===== src/rtl/axi_lite_read_poller_pkg.sv =====
// Shared definitions for the AXI-Lite read poller: FSM encoding and RRESP codes.
// No logic; latency n/a.
// Backpressure n/a.
package axi_lite_read_poller_pkg;

    typedef enum logic [1:0] {
        ST_IDLE = 2'b00,
        ST_ADDR = 2'b01,
        ST_DATA = 2'b10
    } state_t;

    localparam logic [1:0] RRESP_OKAY   = 2'b00;
    localparam logic [1:0] RRESP_SLVERR = 2'b10;
    localparam logic [1:0] RRESP_DECERR = 2'b11;

    function automatic logic resp_is_okay(input logic [1:0] resp);
        return resp == RRESP_OKAY;
    endfunction

endpackage


===== src/rtl/axi_lite_read_poller_poll_tick_gen.sv =====
// Free-running period timer: one-cycle tick each POLL_PERIOD cycles while enabled.
// Tick is decoded from the counter register in the wrap cycle.
// No backpressure; disabling clears the count so the next period starts fresh.
module poll_tick_gen
    import axi_lite_read_poller_pkg::*;
#(
    parameter int unsigned POLL_PERIOD = 1000
) (
    input  logic clk,
    input  logic rst_n,
    input  logic en,
    output logic tick
);

    localparam int unsigned CW = (POLL_PERIOD > 2) ? $clog2(POLL_PERIOD) : 1;
    localparam logic [CW-1:0] LAST = CW'(POLL_PERIOD - 1);

    logic [CW-1:0] cnt_q;
    logic [CW-1:0] cnt_d;

    always_comb begin
        cnt_d = cnt_q;
        if (!en) begin
            cnt_d = '0;
        end else if (cnt_q == LAST) begin
            cnt_d = '0;
        end else begin
            cnt_d = cnt_q + CW'(1);
        end
    end

    always_ff @(posedge clk or negedge rst_n) begin
        if (!rst_n) begin
            cnt_q <= '0;
        end else begin
            cnt_q <= cnt_d;
        end
    end

    assign tick = en && (cnt_q == LAST);

endmodule


===== src/rtl/axi_lite_read_poller.sv =====
// AXI-Lite master issuing single reads of TARGET_ADDR on start, poll tick or pending retry.
// Latency: start at cycle 0 -> ARVALID 1, RREADY 2, data_valid/err_pulse 3 (zero-wait slave).
// Waits indefinitely on ARREADY/RVALID; a sticky timeout flags slow slaves without aborting.
module axi_lite_read_poller
    import axi_lite_read_poller_pkg::*;
#(
    parameter int unsigned                  C_M_AXI_ADDR_WIDTH = 32,
    parameter int unsigned                  C_M_AXI_DATA_WIDTH = 32,
    parameter logic [C_M_AXI_ADDR_WIDTH-1:0] TARGET_ADDR       = 32'h0000_0000,
    parameter int unsigned                  POLL_PERIOD        = 1000,
    parameter int unsigned                  TIMEOUT_CYCLES     = 256
) (
    input  logic                          M_AXI_ACLK,
    input  logic                          M_AXI_ARESETN,
    input  logic                          start,
    input  logic                          poll_en,
    output logic                          M_AXI_ARVALID,
    output logic [C_M_AXI_ADDR_WIDTH-1:0] M_AXI_ARADDR,
    input  logic                          M_AXI_ARREADY,
    input  logic                          M_AXI_RVALID,
    input  logic [C_M_AXI_DATA_WIDTH-1:0] M_AXI_RDATA,
    input  logic [1:0]                    M_AXI_RRESP,
    output logic                          M_AXI_RREADY,
    output logic [C_M_AXI_DATA_WIDTH-1:0] data_out,
    output logic                          data_valid,
    output logic                          err_pulse,
    output logic                          timeout,
    output logic                          busy,
    output logic [15:0]                   read_count
);

    localparam int unsigned     TW      = $clog2(TIMEOUT_CYCLES + 1);
    localparam logic [TW-1:0]   TO_MAX  = TW'(TIMEOUT_CYCLES);
    localparam logic [TW-1:0]   TO_LAST = TW'(TIMEOUT_CYCLES - 1);

    state_t                          state_q, state_d;
    logic                            arvalid_q, arvalid_d;
    logic                            rready_q, rready_d;
    logic [C_M_AXI_DATA_WIDTH-1:0]   data_out_q, data_out_d;
    logic                            data_valid_q, data_valid_d;
    logic                            err_pulse_q, err_pulse_d;
    logic                            timeout_q, timeout_d;
    logic                            busy_q, busy_d;
    logic [15:0]                     read_count_q, read_count_d;
    logic                            pending_q, pending_d;
    logic [TW-1:0]                   to_cnt_q, to_cnt_d;

    logic poll_tick;
    logic new_trig;

    poll_tick_gen #(
        .POLL_PERIOD (POLL_PERIOD)
    ) u_poll_tick_gen (
        .clk   (M_AXI_ACLK),
        .rst_n (M_AXI_ARESETN),
        .en    (poll_en),
        .tick  (poll_tick)
    );

    assign new_trig = start || poll_tick;

    always_comb begin
        state_d      = state_q;
        arvalid_d    = arvalid_q;
        rready_d     = rready_q;
        data_out_d   = data_out_q;
        data_valid_d = 1'b0;
        err_pulse_d  = 1'b0;
        timeout_d    = timeout_q;
        read_count_d = read_count_q;
        pending_d    = pending_q;
        to_cnt_d     = to_cnt_q;

        case (state_q)
            ST_IDLE: begin
                if (start) begin
                    timeout_d = 1'b0;
                end
                // start and tick together still collapse into a single read
                if (new_trig || pending_q) begin
                    state_d   = ST_ADDR;
                    arvalid_d = 1'b1;
                    pending_d = 1'b0;
                    to_cnt_d  = '0;
                end
            end
            ST_ADDR: begin
                if (arvalid_q && M_AXI_ARREADY) begin
                    state_d   = ST_DATA;
                    arvalid_d = 1'b0;
                    rready_d  = 1'b1;
                end
            end
            ST_DATA: begin
                if (M_AXI_RVALID && rready_q) begin
                    state_d      = ST_IDLE;
                    rready_d     = 1'b0;
                    read_count_d = read_count_q + 16'd1;
                    if (resp_is_okay(M_AXI_RRESP)) begin
                        data_out_d   = M_AXI_RDATA;
                        data_valid_d = 1'b1;
                    end else begin
                        err_pulse_d  = 1'b1;
                    end
                end
            end
            default: begin
                state_d   = ST_IDLE;
                arvalid_d = 1'b0;
                rready_d  = 1'b0;
            end
        endcase

        // Outstanding transaction: remember one trigger, age the timeout counter.
        if (state_q != ST_IDLE) begin
            if (new_trig) begin
                pending_d = 1'b1;
            end
            if (to_cnt_q != TO_MAX) begin
                to_cnt_d = to_cnt_q + TW'(1);
            end
            if (to_cnt_q == TO_LAST) begin
                timeout_d = 1'b1;
            end
        end

        busy_d = (state_d != ST_IDLE);
    end

    always_ff @(posedge M_AXI_ACLK or negedge M_AXI_ARESETN) begin
        if (!M_AXI_ARESETN) begin
            state_q      <= ST_IDLE;
            arvalid_q    <= 1'b0;
            rready_q     <= 1'b0;
            data_out_q   <= '0;
            data_valid_q <= 1'b0;
            err_pulse_q  <= 1'b0;
            timeout_q    <= 1'b0;
            busy_q       <= 1'b0;
            read_count_q <= '0;
            pending_q    <= 1'b0;
            to_cnt_q     <= '0;
        end else begin
            state_q      <= state_d;
            arvalid_q    <= arvalid_d;
            rready_q     <= rready_d;
            data_out_q   <= data_out_d;
            data_valid_q <= data_valid_d;
            err_pulse_q  <= err_pulse_d;
            timeout_q    <= timeout_d;
            busy_q       <= busy_d;
            read_count_q <= read_count_d;
            pending_q    <= pending_d;
            to_cnt_q     <= to_cnt_d;
        end
    end

    assign M_AXI_ARADDR  = TARGET_ADDR;
    assign M_AXI_ARVALID = arvalid_q;
    assign M_AXI_RREADY  = rready_q;
    assign data_out      = data_out_q;
    assign data_valid    = data_valid_q;
    assign err_pulse     = err_pulse_q;
    assign timeout       = timeout_q;
    assign busy          = busy_q;
    assign read_count    = read_count_q;

endmodule


===== config.mk =====
export PLATFORM = sky130hd
export DESIGN_NAME = axi_lite_read_poller
export DESIGN_NICKNAME = d
export VERILOG_FILES = /design/src/rtl/axi_lite_read_poller_pkg.sv /design/src/rtl/axi_lite_read_poller_poll_tick_gen.sv /design/src/rtl/axi_lite_read_poller.sv
export SDC_FILE = /design/constraint.sdc
export NUM_CORES = 1
export LEC_CHECK = 0
export ABC_AREA = 1
export BUFFER_PORTS_ARGS = -buffer_cell sky130_fd_sc_hd__buf_2
export CORE_UTILIZATION = 35
export DETAILED_ROUTE_END_ITERATION = 10
export PLACE_DENSITY = 0.56
export SLEW_MARGIN = 25
export SYNTH_ARGS = -nofsm -noshare
export SYNTH_HDL_FRONTEND = slang
export SYNTH_SLANG_ARGS = --single-unit
export TNS_END_PERCENT = 30

===== constraint.sdc =====
create_clock -name M_AXI_ACLK -period 1.92 [get_ports M_AXI_ACLK]
set_input_delay 0 -clock M_AXI_ACLK [delete_from_list [all_inputs] [get_ports M_AXI_ACLK]]
set_output_delay 0 -clock M_AXI_ACLK [all_outputs]
set_load 0.05 [all_outputs]

### Word level (Yosys, flattened, before mapping)

Cells that the tools add are included.

* $add $sub $neg: 3
* bitwise logic cells: 2
* reduce and logical (&&, ||, !) cells: 13
* muxes and demuxes: 30
* equality and inequality tests: 8

Operators by type and width (count)
* two-way mux 9 bit: 4
* two-way mux 10 bit: 2
* two-way mux 1 bit: 18
* adder 16 x 1 -> 16 bit (second input constant): 1
* adder 10 x 1 -> 10 bit (second input constant): 1
* equality test 10 bit (second input constant): 1
* adder 9 x 1 -> 9 bit (second input constant): 1
* equality test 9 x 8 -> 1 bit (second input constant): 1
* != test 9 bit (second input constant): 1
* AND reduction 3 bit: 3
* two-way mux 2 bit: 3
* != test 2 bit (second input constant): 3
* case mux 1 bit (3 select lines): 2
* case mux 2 bit (3 select lines): 1
* logical NOT 2 bit: 2
* nonzero test 2 bit: 2
* logical AND 1 bit: 3
* equality test 2 x 1 -> 1 bit (second input constant): 1
* equality test 2 bit (second input constant): 1
* logical OR 1 bit: 2
* inverter 1 bit: 2
* AND reduction 2 bit: 1

* register bits after elaboration: 76
* input port bits: 40
* word-level logic and storage cells: 68
* output and inout port bits: 86

### Logic depth before layout (Yosys ltp)

* depth after elaboration: 8
* gate-level depth with buffers: 11
* mapped depth without buffers: 11

### Modules after synthesis

From an unflattened synthesis, not the netlist that was laid out.

* cells, all modules: 449
* area total of the unflattened synthesis: 3762.4 um^2

By module, submodules not included
* axi_lite_read_poller: seq. area each 1651.6 um^2, cells each 387, times used 1, area each 3216.8 um^2
* poll_tick_gen: seq. area each 250.2 um^2, cells each 62, times used 1, area each 545.5 um^2

### Worst setup path before layout

OpenSTA, ideal clock, no wires.

* kind: reg-to-reg
* start: register read_count_q[0], in the netlist read_count[0]
* end: register read_count_q[14], in the netlist read_count[14]
* data required time: 1.807 ns
* arrival time: 1.556 ns
* buffers on the path: 0
* clock period less this slack: 1.670 ns
* setup time: 0.113 ns
* stages on the path, launching flop included: 9
* path slack: 0.250 ns
* cell sequence: dfrtp_1 ha_1 nand2_1 nor2_1 nand2_1 nor2_2 nand3_1 nand2_1 inv_1

* cells in the longest elaborated chain, start to end: 1

RTL lines
* start, declared: line axi_lite_read_poller.sv:44 `logic [15:0] read_count_q, read_count_d;`
* start signal, assigned: line axi_lite_read_poller.sv:152 `read_count_q <= read_count_d;`
* adder 16 x 1 -> 16 bit: line axi_lite_read_poller.sv:98 `read_count_d = read_count_q + 16'd1;`

No other way between the ends.
A chain may end at the register's enable or synchronous reset.

### Worst setup path in the final report

* start: register to_cnt_q[0]
* end: register to_cnt_q[8]

* cells in the longest elaborated chain, start to end: 3
* elaborated cells between the ends (all ways): 4
* classes of those cells: add/sub: 1; eq/ne: 1; mux: 2

RTL lines
* start, declared: line axi_lite_read_poller.sv:46 `logic [TW-1:0] to_cnt_q, to_cnt_d;`
* start signal, assigned: line axi_lite_read_poller.sv:154 `to_cnt_q <= to_cnt_d;`
* adder 9 x 1 -> 9 bit / != test 9 bit (equally long branches): line axi_lite_read_poller.sv:120, axi_lite_read_poller.sv:119
* two-way mux 9 bit *: line axi_lite_read_poller.sv:119 `if (to_cnt_q != TO_MAX) begin`
* two-way mux 9 bit *: line axi_lite_read_poller.sv:115 `if (state_q != ST_IDLE) begin`
* net to_cnt_d[8]: line axi_lite_read_poller.sv:46

The timed path passes the listed nets; every way through them passes the cells marked *.

==> results.ini <==
[routing]
vias_per_cell=4.332
wirelength_mm=8.523
antenna_left=0
drt_first_iter_violations=154
routedWlPerCell_um=11.36
route.detailed.drc=0
vias=3249
firstDrtPassIters=4

[grt]
antenna_found_initial=0
grt_max_degree=35
grt-ovfl-total=0
grt_pass1_wl_mm=14.10
first_global_vias=3101
track_usage_pct=15.91

[critical_path]
critPathSlowestCell=dfrtp_1
critPathMaxStageDelay_ps=400
crit_required_ps=2210
path_max_fanout=4
cp-startpoint=to_cnt_q[0]
cp_cell_sequence=ha_1 -> nand3_1 -> nor4_1 -> ha_1 -> or2_2 -> nand2_1
crit_path_frequent_cell=ha_1
cp_num_buf_inv=0
critPathArrivalTime_ps=1940
r2r_start=to_cnt_q[0]
cp-end-kind=flop
path_class=reg -> reg
critical_path.startpoint_type=flop
cpLargestDelayFamily=simple AND/OR/NAND/NOR gates

[timing]
setup_viol_count_final=0
finClkSkew_ps=7.811
slew_violations=0
maxSlewHeadroom_pct=65.74
rsz0062_at_grt=false
fin_tns_setup_ps=0
period_share_pct=85.78
fin_crit_ps=1647
tightestPinTransition_ps=513.3
fmaxAchievable_mhz=607.2
finalHoldViolations=0

[synthesis]
synth.avg_cell_area_um2=8.015
syn_area_um2=3775
synth-seq-cells=76
postSynthCellCount=471
yosys_warnings=0
synth-seq-area-share_pct=50.38
ys_types=27

[power]
total_power_w=0.006191
power_leakage_nw=2.715
ir_worst_vdd_uv=611.7
power.density_nw_per_um2=1267

[die]
die_w_um=105.9
core_um2=10370
dieHeight_um=105.9
placementRows=37
ios=126
dieArea_um2=11200
initial_core_util_pct=36.40

[clocking]
root_buffer=clkbuf_8
htreeDepth=3
cts_num_sinks=76
cts_resized=0
clk_pin_slew_ps=80
ctsLongestPathBuffers=2
insertion_delay_ps=350
cts_hold_buf=37
cts_tree=yes
cts_inserted_buffers=9
post_cts_buffers=0

[layout]
area_growth_pct=29.47
diodes=0
drive_above_1_share_pct=21.50
seqCellArea_um2=1902
fin_util_pct=47.13
num-fill-cells=1028
stdcell_count=750
multi_input_area_um2=1546
nNetsFinal=654

[job]
max-cap-violations=0

[status]
status=complete, no violations

[placed_design]
dp_cells=697
place_hpwl_mm=5.666
routabilityCongestion=0.8167
io_buffers=93

[hold_path]
hp-class=in -> reg
min_from=M_AXI_ARREADY

cell families after synthesis:
| kind of cell | share of synthesized area, % |
|---|---|
| flip-flops | 50.38 |
| AO/OA/AOI/OAI | 1.657 |
| adder cells (fa/ha/maj) | 1.657 |
| AND/OR/NAND/NOR | 30.53 |
| other | 0.09934 |
| buffers and inverters | 11.73 |
| XOR/XNOR | 3.944 |
worst register-to-register path, delay by kind of cell (launching register included):
kind	cells	cell delay (ps)
and+or+nand+nor	4	710
adders and majority gates	2	480
DFF	1	400
cell type report:
cell class / instances / share of cell area [%]
clock buffers: 13 / 3.661
multi-input cells: 346 / 31.64
inverters: 40 / 3.098
clock inverters: 3 / 0.8705
flip-flops and latches: 76 / 38.91
repair buffers: 136 / 18.33
well taps: 136 / 3.482
report_power, final:
| part | internal [W] | switching [W] | total (W) |
|---|---|---|---|
| logic | 0.000614 | 0.00195 | 0.00257 |
| clock network | 0.000741 | 0.000617 | 0.00136 |
| registers | 0.00199 | 0.000279 | 0.00227 |
per-layer routing:
metal	part of all wire [%]	wire length, um	track usage (%)
met5	0	0	0
met4	1.2	105	4.563
met3	5.8	493	4.205
met2	46	3919	25.16
met1	47	4005	21.42
final timing paths:
kind	to	slack [ps]	depth (start not counted)
worst max-delay path	to_cnt_q[8]	270	6
worst min-delay path	M_AXI_ARVALID	50	6
worst max register to register	to_cnt_q[8]	270	6
worst min register to register	data_out[18]	480	2
max in group asynchronous	pending_q	1160	3
min in group asynchronous	read_count[12]	160	2
sequential cells by signal, summed over array words and instances, names as in the netlist, 2 cells and up:
name,flops
data_out,32
read_count,16
state_q,2
to_cnt_q,9
u_poll_tick_gen.cnt_q,10
synthesized netlist by cell type:
cell      instances  area, um^2
xnor2_1           6       52.55
nand4_2           1       12.51
xor2_1           11       96.34
a21oi_1           4       20.02
nand4_1          10       62.56
o21ai_1           1       5.000
nand3_1          10       50.05
nor3b_1           2       15.01
clkinv_2          1       5.000
nor3_1            6       30.03
conb_1            1       3.750
nor2_1           46       172.7
inv_2             2       7.510
ha_1              5       62.56
nand2_1         191       716.9
nand2_2           4       25.02
buf_2             5       25.02
nor2_4            1       11.26
dfrtp_1          76        1902
buf_4            34       255.2
nor4_1            1       6.260
nor2_2            7       43.79
inv_1            37       138.9
a21o_1            1       7.510
buf_6             1       11.26
or2_2             1       6.260
o21ai_0           6       30.03
per-stage QoR:
stage | hold slack, ps | area, um^2 | worst slack (ps)
2_1_floorplan | -295.6 | 3891 | 250.1
4_1_cts | 35.00 | 4887 | 269.3
3_3_place_gp | -9.214 | 4295 | 345.8
5_1_grt | 72.96 | 4887 | 111.3
6_report | 45.26 | 4887 | 273.0
3_5_place_dp | -2.650 | 4295 | 295.4
cell usage in the layout, fill, tap and decap left out, types with 7 or more instances in the layout:
| cell | synthesis | layout |
|---|---|---|
| xor2_1 | 11 | 11 |
| nor2_2 | 7 | 7 |
| nand3_1 | 10 | 10 |
| buf_2 | 5 | 92 |
| nand2_1 | 191 | 191 |
| nand4_1 | 10 | 10 |
| conb_1 | 1 | 32 |
| dlygate4sd3_1 | 0 | 37 |
| dfrtp_1 | 76 | 76 |
| clkbuf_8 | 0 | 13 |
| nor2_1 | 46 | 46 |
| inv_1 | 37 | 37 |
Power figures use the tool's default switching activity.
